## config.mk

```make
export PLATFORM = sky130hd
export DESIGN_NAME = multi_tick_gen
export DESIGN_NICKNAME = d
export VERILOG_FILES = /design/src/rtl/multi_tick_gen_pkg.sv /design/src/rtl/multi_tick_gen_tick_channel.sv /design/src/rtl/multi_tick_gen.sv
export SDC_FILE = /design/constraint.sdc
export NUM_CORES = 1
export LEC_CHECK = 0
export BUFFER_PORTS_ARGS = -buffer_cell sky130_fd_sc_hd__buf_2
export CORE_ASPECT_RATIO = 0.6
export CORE_MARGIN = 10
export CORE_UTILIZATION = 60
export CTS_BUF_LIST = sky130_fd_sc_hd__clkbuf_4 sky130_fd_sc_hd__clkbuf_8
export CTS_CLUSTER_SIZE = 14
export DETAILED_ROUTE_END_ITERATION = 8
export PLACE_DENSITY = 0.77
export SYNTH_ARGS = -nofsm -noshare
export SYNTH_HDL_FRONTEND = slang
export SYNTH_HIERARCHICAL = 1
export SYNTH_SLANG_ARGS = --single-unit
```

## constraint.sdc

```tcl
create_clock -name clk -period 9.88 [get_ports clk]
set_input_delay 0.988 -clock clk [delete_from_list [all_inputs] [get_ports clk]]
set_output_delay 0.988 -clock clk [all_outputs]
set_load 0.01 [all_outputs]
```

## src/rtl/multi_tick_gen_pkg.sv

```systemverilog
// Shared timing constants for the traffic-light clock-enable path.
// Divide values assume a 125 MHz system clock.
package traffic_timing_pkg;

   localparam int CLK_HZ        = 125_000_000;
   localparam int N_CH_DEFAULT  = 4;
   localparam int DIV_1HZ       = CLK_HZ;
   // Square output toggles per tick, so a 2 Hz blink needs a 4 Hz tick.
   localparam int DIV_2HZ_BLINK = CLK_HZ / 4;
   localparam int DIV_FAST      = CLK_HZ / 1000;

endpackage

```

## src/rtl/multi_tick_gen_tick_channel.sv

```systemverilog
// One divide channel: runtime divide register, enable-gated counter, and
// registered tick / square / one-shot done flags.
module tick_channel #(
   parameter int W           = 27,
   parameter int DIV_DEFAULT = 125000
) (
   input  logic         clk,
   input  logic         resetSW_n,
   input  logic         en,
   input  logic         oneshot,
   input  logic         restart,
   input  logic         load_hit,
   input  logic [W-1:0] load_div,
   output logic         tick,
   output logic         square,
   output logic         done
);

   logic [W-1:0] r_div;
   logic [W-1:0] r_cnt;
   logic         r_tick;
   logic         r_square;
   logic         r_done;

   always_ff @(posedge clk or negedge resetSW_n) begin
      if (!resetSW_n) begin
         r_div    <= W'(DIV_DEFAULT);
         r_cnt    <= '0;
         r_tick   <= 1'b0;
         r_square <= 1'b0;
         r_done   <= 1'b0;
      end else if (restart || load_hit) begin
         // Restart and load may land on the same edge; the load still wins for div.
         if (load_hit) r_div <= load_div;
         r_cnt    <= '0;
         r_tick   <= 1'b0;
         r_square <= 1'b0;
         r_done   <= 1'b0;
      end else if (r_div == '0) begin
         r_cnt  <= '0;
         r_tick <= 1'b0;
      end else if (!en || r_done) begin
         r_tick <= 1'b0;
      end else if (r_cnt == r_div - W'(1)) begin
         r_cnt    <= '0;
         r_tick   <= 1'b1;
         r_square <= ~r_square;
         r_done   <= oneshot;
      end else begin
         r_cnt  <= r_cnt + W'(1);
         r_tick <= 1'b0;
      end
   end

   assign tick   = r_tick;
   assign square = r_square;
   assign done   = r_done;

endmodule

```

## src/rtl/multi_tick_gen.sv

```systemverilog
// N-channel clock-enable generator: decodes divide-register writes and fans
// restart / enable out to one tick_channel per output bit.
module multi_tick_gen
   import traffic_timing_pkg::*;
#(
   parameter  int N_CH        = N_CH_DEFAULT,
   parameter  int W           = 27,
   parameter  int DIV_DEFAULT = DIV_FAST,
   localparam int LW          = (N_CH > 1) ? $clog2(N_CH) : 1
) (
   input  logic            clk,
   input  logic            resetSW_n,
   input  logic [N_CH-1:0] en,
   input  logic [N_CH-1:0] oneshot,
   input  logic            restart,
   input  logic            load,
   input  logic [LW-1:0]   load_ch,
   input  logic [W-1:0]    load_div,
   output logic [N_CH-1:0] tick,
   output logic [N_CH-1:0] square,
   output logic [N_CH-1:0] done
);

   for (genvar g = 0; g < N_CH; g++) begin : g_ch
      logic w_load_hit;

      // Addresses at or beyond N_CH match no channel, so such writes vanish.
      assign w_load_hit = load && (int'(load_ch) == g);

      tick_channel #(
         .W           (W),
         .DIV_DEFAULT (DIV_DEFAULT)
      ) u_ch (
         .clk       (clk),
         .resetSW_n (resetSW_n),
         .en        (en[g]),
         .oneshot   (oneshot[g]),
         .restart   (restart),
         .load_hit  (w_load_hit),
         .load_div  (load_div),
         .tick      (tick[g]),
         .square    (square[g]),
         .done      (done[g])
      );
   end

endmodule

```

==> results.py <==
metrics = {
    "clock_tree": {
        "cts_buffers": 35,
        "clk_latency_ns": 0.57,
        "cts_max_level": 2,
        "cts_resized": 0,
        "cts_sinks": 228,
        "cts_setup_buffers": 0,
        "clk_root_buffer_cell": "clkbuf_8",
        "cts_tree": "done",
        "clk_pin_slew_ns": 0.06,
        "ctsLongestPathBuffers": 3,
        "ctsHoldBuffers": 0,
    },
    "global_route": {
        "grtUsageTotal_pct": 24.44,
        "grt_pass1_wl_um": 64560,
        "grt_max_degree": 111,
        "antenna_found_initial": 1,
        "grt_overflow_total": 0,
        "grt_pass1_vias": 12230,
    },
    "worst_setup_path": {
        "rrSetupSlack_ns": 5.91,
        "start_kind": "flip-flop",
        "crit_path_end": "g_ch[0].u_ch/r_cnt[17]",
        "critPathMaxFanout": 31,
        "cp-startpoint": "g_ch[0].u_ch/r_div[2]",
        "reg2reg_depth": 9,
        "timing.rr.start": "g_ch[0].u_ch/r_div[2]",
        "worstReg2RegEnd": "g_ch[0].u_ch/r_cnt[17]",
        "worstSetupEndpointType": "flip-flop",
        "crit_required_ns": 10.30,
        "arrival_ns": 4.40,
        "worstSetupPathType": "flip-flop to flip-flop",
    },
    "synth": {
        "synth_compound_area_share_pct": 11.42,
        "synthXorXnorAreaFrac_pct": 8.463,
        "yosys.area.top_type_share_pct": 32.90,
        "syn_avg_cell_area_um2": 9.061,
        "yosys.area_share.simple_pct": 28.20,
        "synth_area_um2": 15210,
        "synth-async-reset-ratio_pct": 100.0,
        "syn_inst": 1679,
        "yosysTopAreaCell": "dfrtp_1",
        "yosysSeqAreaShare_pct": 37.73,
        "synth_top_family_by_area": "simple AND/OR/NAND/NOR gates",
        "ys_ff_latch": 228,
        "synth_edf_count": 0,
        "synth-adder-area-share_pct": 0.6579,
        "synth_top_flop_cell": "dfrtp_1",
        "synth_area_leaders": "dfrtp_1 33%, mux2_2 7.4%, xnor2_1 5.0%",
        "synth_fp_nets": 1728,
        "yosysUniqueCellTypes": 68,
        "yosysWarnings": 6,
        "muxShareOfSynthArea_pct": 9.376,
    },
    "sta": {
        "hold_slack_ns": 0.5072,
        "slew_headroom_pct": 31.46,
        "finalMaxSlewViolations": 0,
        "fin_crit_ns": 3.972,
        "layout_setup_ws_ns": 5.908,
        "max_clock_freq_mhz": 251.8,
        "rsz0062_at_grt": "no",
        "clock_skew_ns": 0.02043,
        "setup_tns_ns": 0,
        "worstMarginPinSlew_ns": 1.026,
        "setup_violations": 0,
        "hold_viol_final": 0,
        "min_period_over_period_pct": 40.20,
    },
    "drt": {
        "via_per_inst": 6.483,
        "detail-route-antenna-nets": 0,
        "firstDrtPassIters": 7,
        "wire_per_inst_um": 19.62,
        "dr_total_vias": 13100,
        "drt_wl_total_um": 39640,
        "drt_first_iter_violations": 1570,
        "drc": 0,
    },
    "die": {
        "die_w_um": 225.6,
        "ios": 53,
        "rows": 45,
        "die-area_um2": 32330,
        "die_y_um": 143.3,
        "core_um2": 25110,
        "start_util_pct": 60.58,
    },
    "layout": {
        "drive_gt1_share_pct": 17.81,
        "final_nets": 1713,
        "area_delta_synth_final_pct": 6.867,
        "final_common_cell": "dfrtp_1",
        "layout_common_cells": "200 x dfrtp_1, 193 x nand2_1, 123 x nand3_1",
    },
    "placement": {
        "dp_slack_ns": 6.018,
        "io_buffers": 52,
        "gp_congestion": 0.9287,
        "hpwl_um": 27880,
    },
    "flow_run": {
        "cap_violations": 0,
    },
    "pwr": {
        "leakage_nw": 6.210,
        "power_density_nw_per_um2": 155.8,
        "vdd_ir_drop_max_mv": 0.1068,
    },
    "outcome": {
        "status": "finished clean",
    },
    "min_path": {
        "holdCritPathClass": "input pin to async pin",
    },
}
routing by layer:
| layer | global-route usage, % | share of wire [%] | wire, µm |
|---|---|---|---|
| met5 | 0 | 0 | 0 |
| met4 | 5.166 | 1.2 | 490 |
| met3 | 7.855 | 9.2 | 3659 |
| met2 | 35.49 | 43 | 17030 |
| met1 | 34.77 | 47 | 18460 |
stage by stage:
step	instance area (µm²)	power, W	instances	util [%]
global placement	15530	0.001673	1956	61.84
CTS	16260	0.002543	2019	64.73
global route	16260	0.002662	2019	64.73
finish	16260	0.002534	2020	64.74
floorplan	15210	0.001553	1679	-
detailed placement	15530	0.001695	1956	61.84
final cells by class:
| class | count | area (µm²) |
|---|---|---|
| multi-input cells | 1299 | 8877 |
| fillers | 2032 | 8853 |
| flip-flops and latches | 228 | 5741 |
| clock buffers | 57 | 696.9 |
| well taps | 329 | 411.6 |
| repair buffers | 65 | 367.9 |
| inverters | 35 | 131.4 |
| clock inverters | 6 | 30.03 |
| diodes | 1 | 2.502 |
registers in the layout (all words and copies together), names as in the netlist:
name / count
g_ch.u_ch/done: 4
g_ch.u_ch/tick: 4
g_ch.u_ch/r_cnt: 108
g_ch.u_ch/square: 4
g_ch.u_ch/r_div: 108
power breakdown:
part	switching [W]	leakage (nW)	total, W	internal (W)
clock network	0.000394	0.397	0.000841	0.000447
logic	0.000266	2.89	0.000498	0.000232
registers	0.000158	2.92	0.00119	0.00104
kinds of logic (layout without fill, tap and decap cells):
group,count (synthesis),in the layout
simple gates,771,771
compound gates,243,243
flops,228,228
buf+inv,152,163
xor+xnor,147,147
mux,130,130
fa+ha+maj,8,8
other cells,0,1
synth_stat cells (all sizes together), types with 22 or more instances:
master / instances
o311ai: 35
a31oi: 41
nor3: 57
inv: 35
dfstp: 28
o211ai: 22
and3: 26
mux2i: 30
xnor2: 86
nand3b: 23
nor2: 77
nand4: 77
xor2: 61
clkbuf: 80
nand2: 196
nor4: 52
nand3: 123
o21ai: 50
dfrtp: 200
mux2: 100
buf: 37
worst min-delay path by stage:
stage	to	start	slack (ns)
after floorplan	g_ch[0].u_ch/r_cnt[26]	g_ch[0].u_ch/r_cnt[26]	0.51
after global placement	g_ch[1].u_ch/done	g_ch[1].u_ch/done	0.49
after detailed placement	g_ch[2].u_ch/done	g_ch[2].u_ch/done	0.49
after CTS	g_ch[1].u_ch/r_div[0]	resetSW_n	0.51
after global routing	g_ch[1].u_ch/r_cnt[9]	resetSW_n	0.55
final	g_ch[1].u_ch/r_cnt[1]	resetSW_n	0.51
worst max-delay path, stage by stage, from the launching register on:
cell	delay, ns
dfrtp_1	0.47
nor4_2	0.87
nand4_1	0.21
xnor2_1	0.18
nor4_1	0.52
nor4b_1	0.30
and4_4	0.27
nand4_4	0.43
nand2_4	0.43
o311ai_1	0.14
No activity file was read; power rests on OpenSTA's default activity.
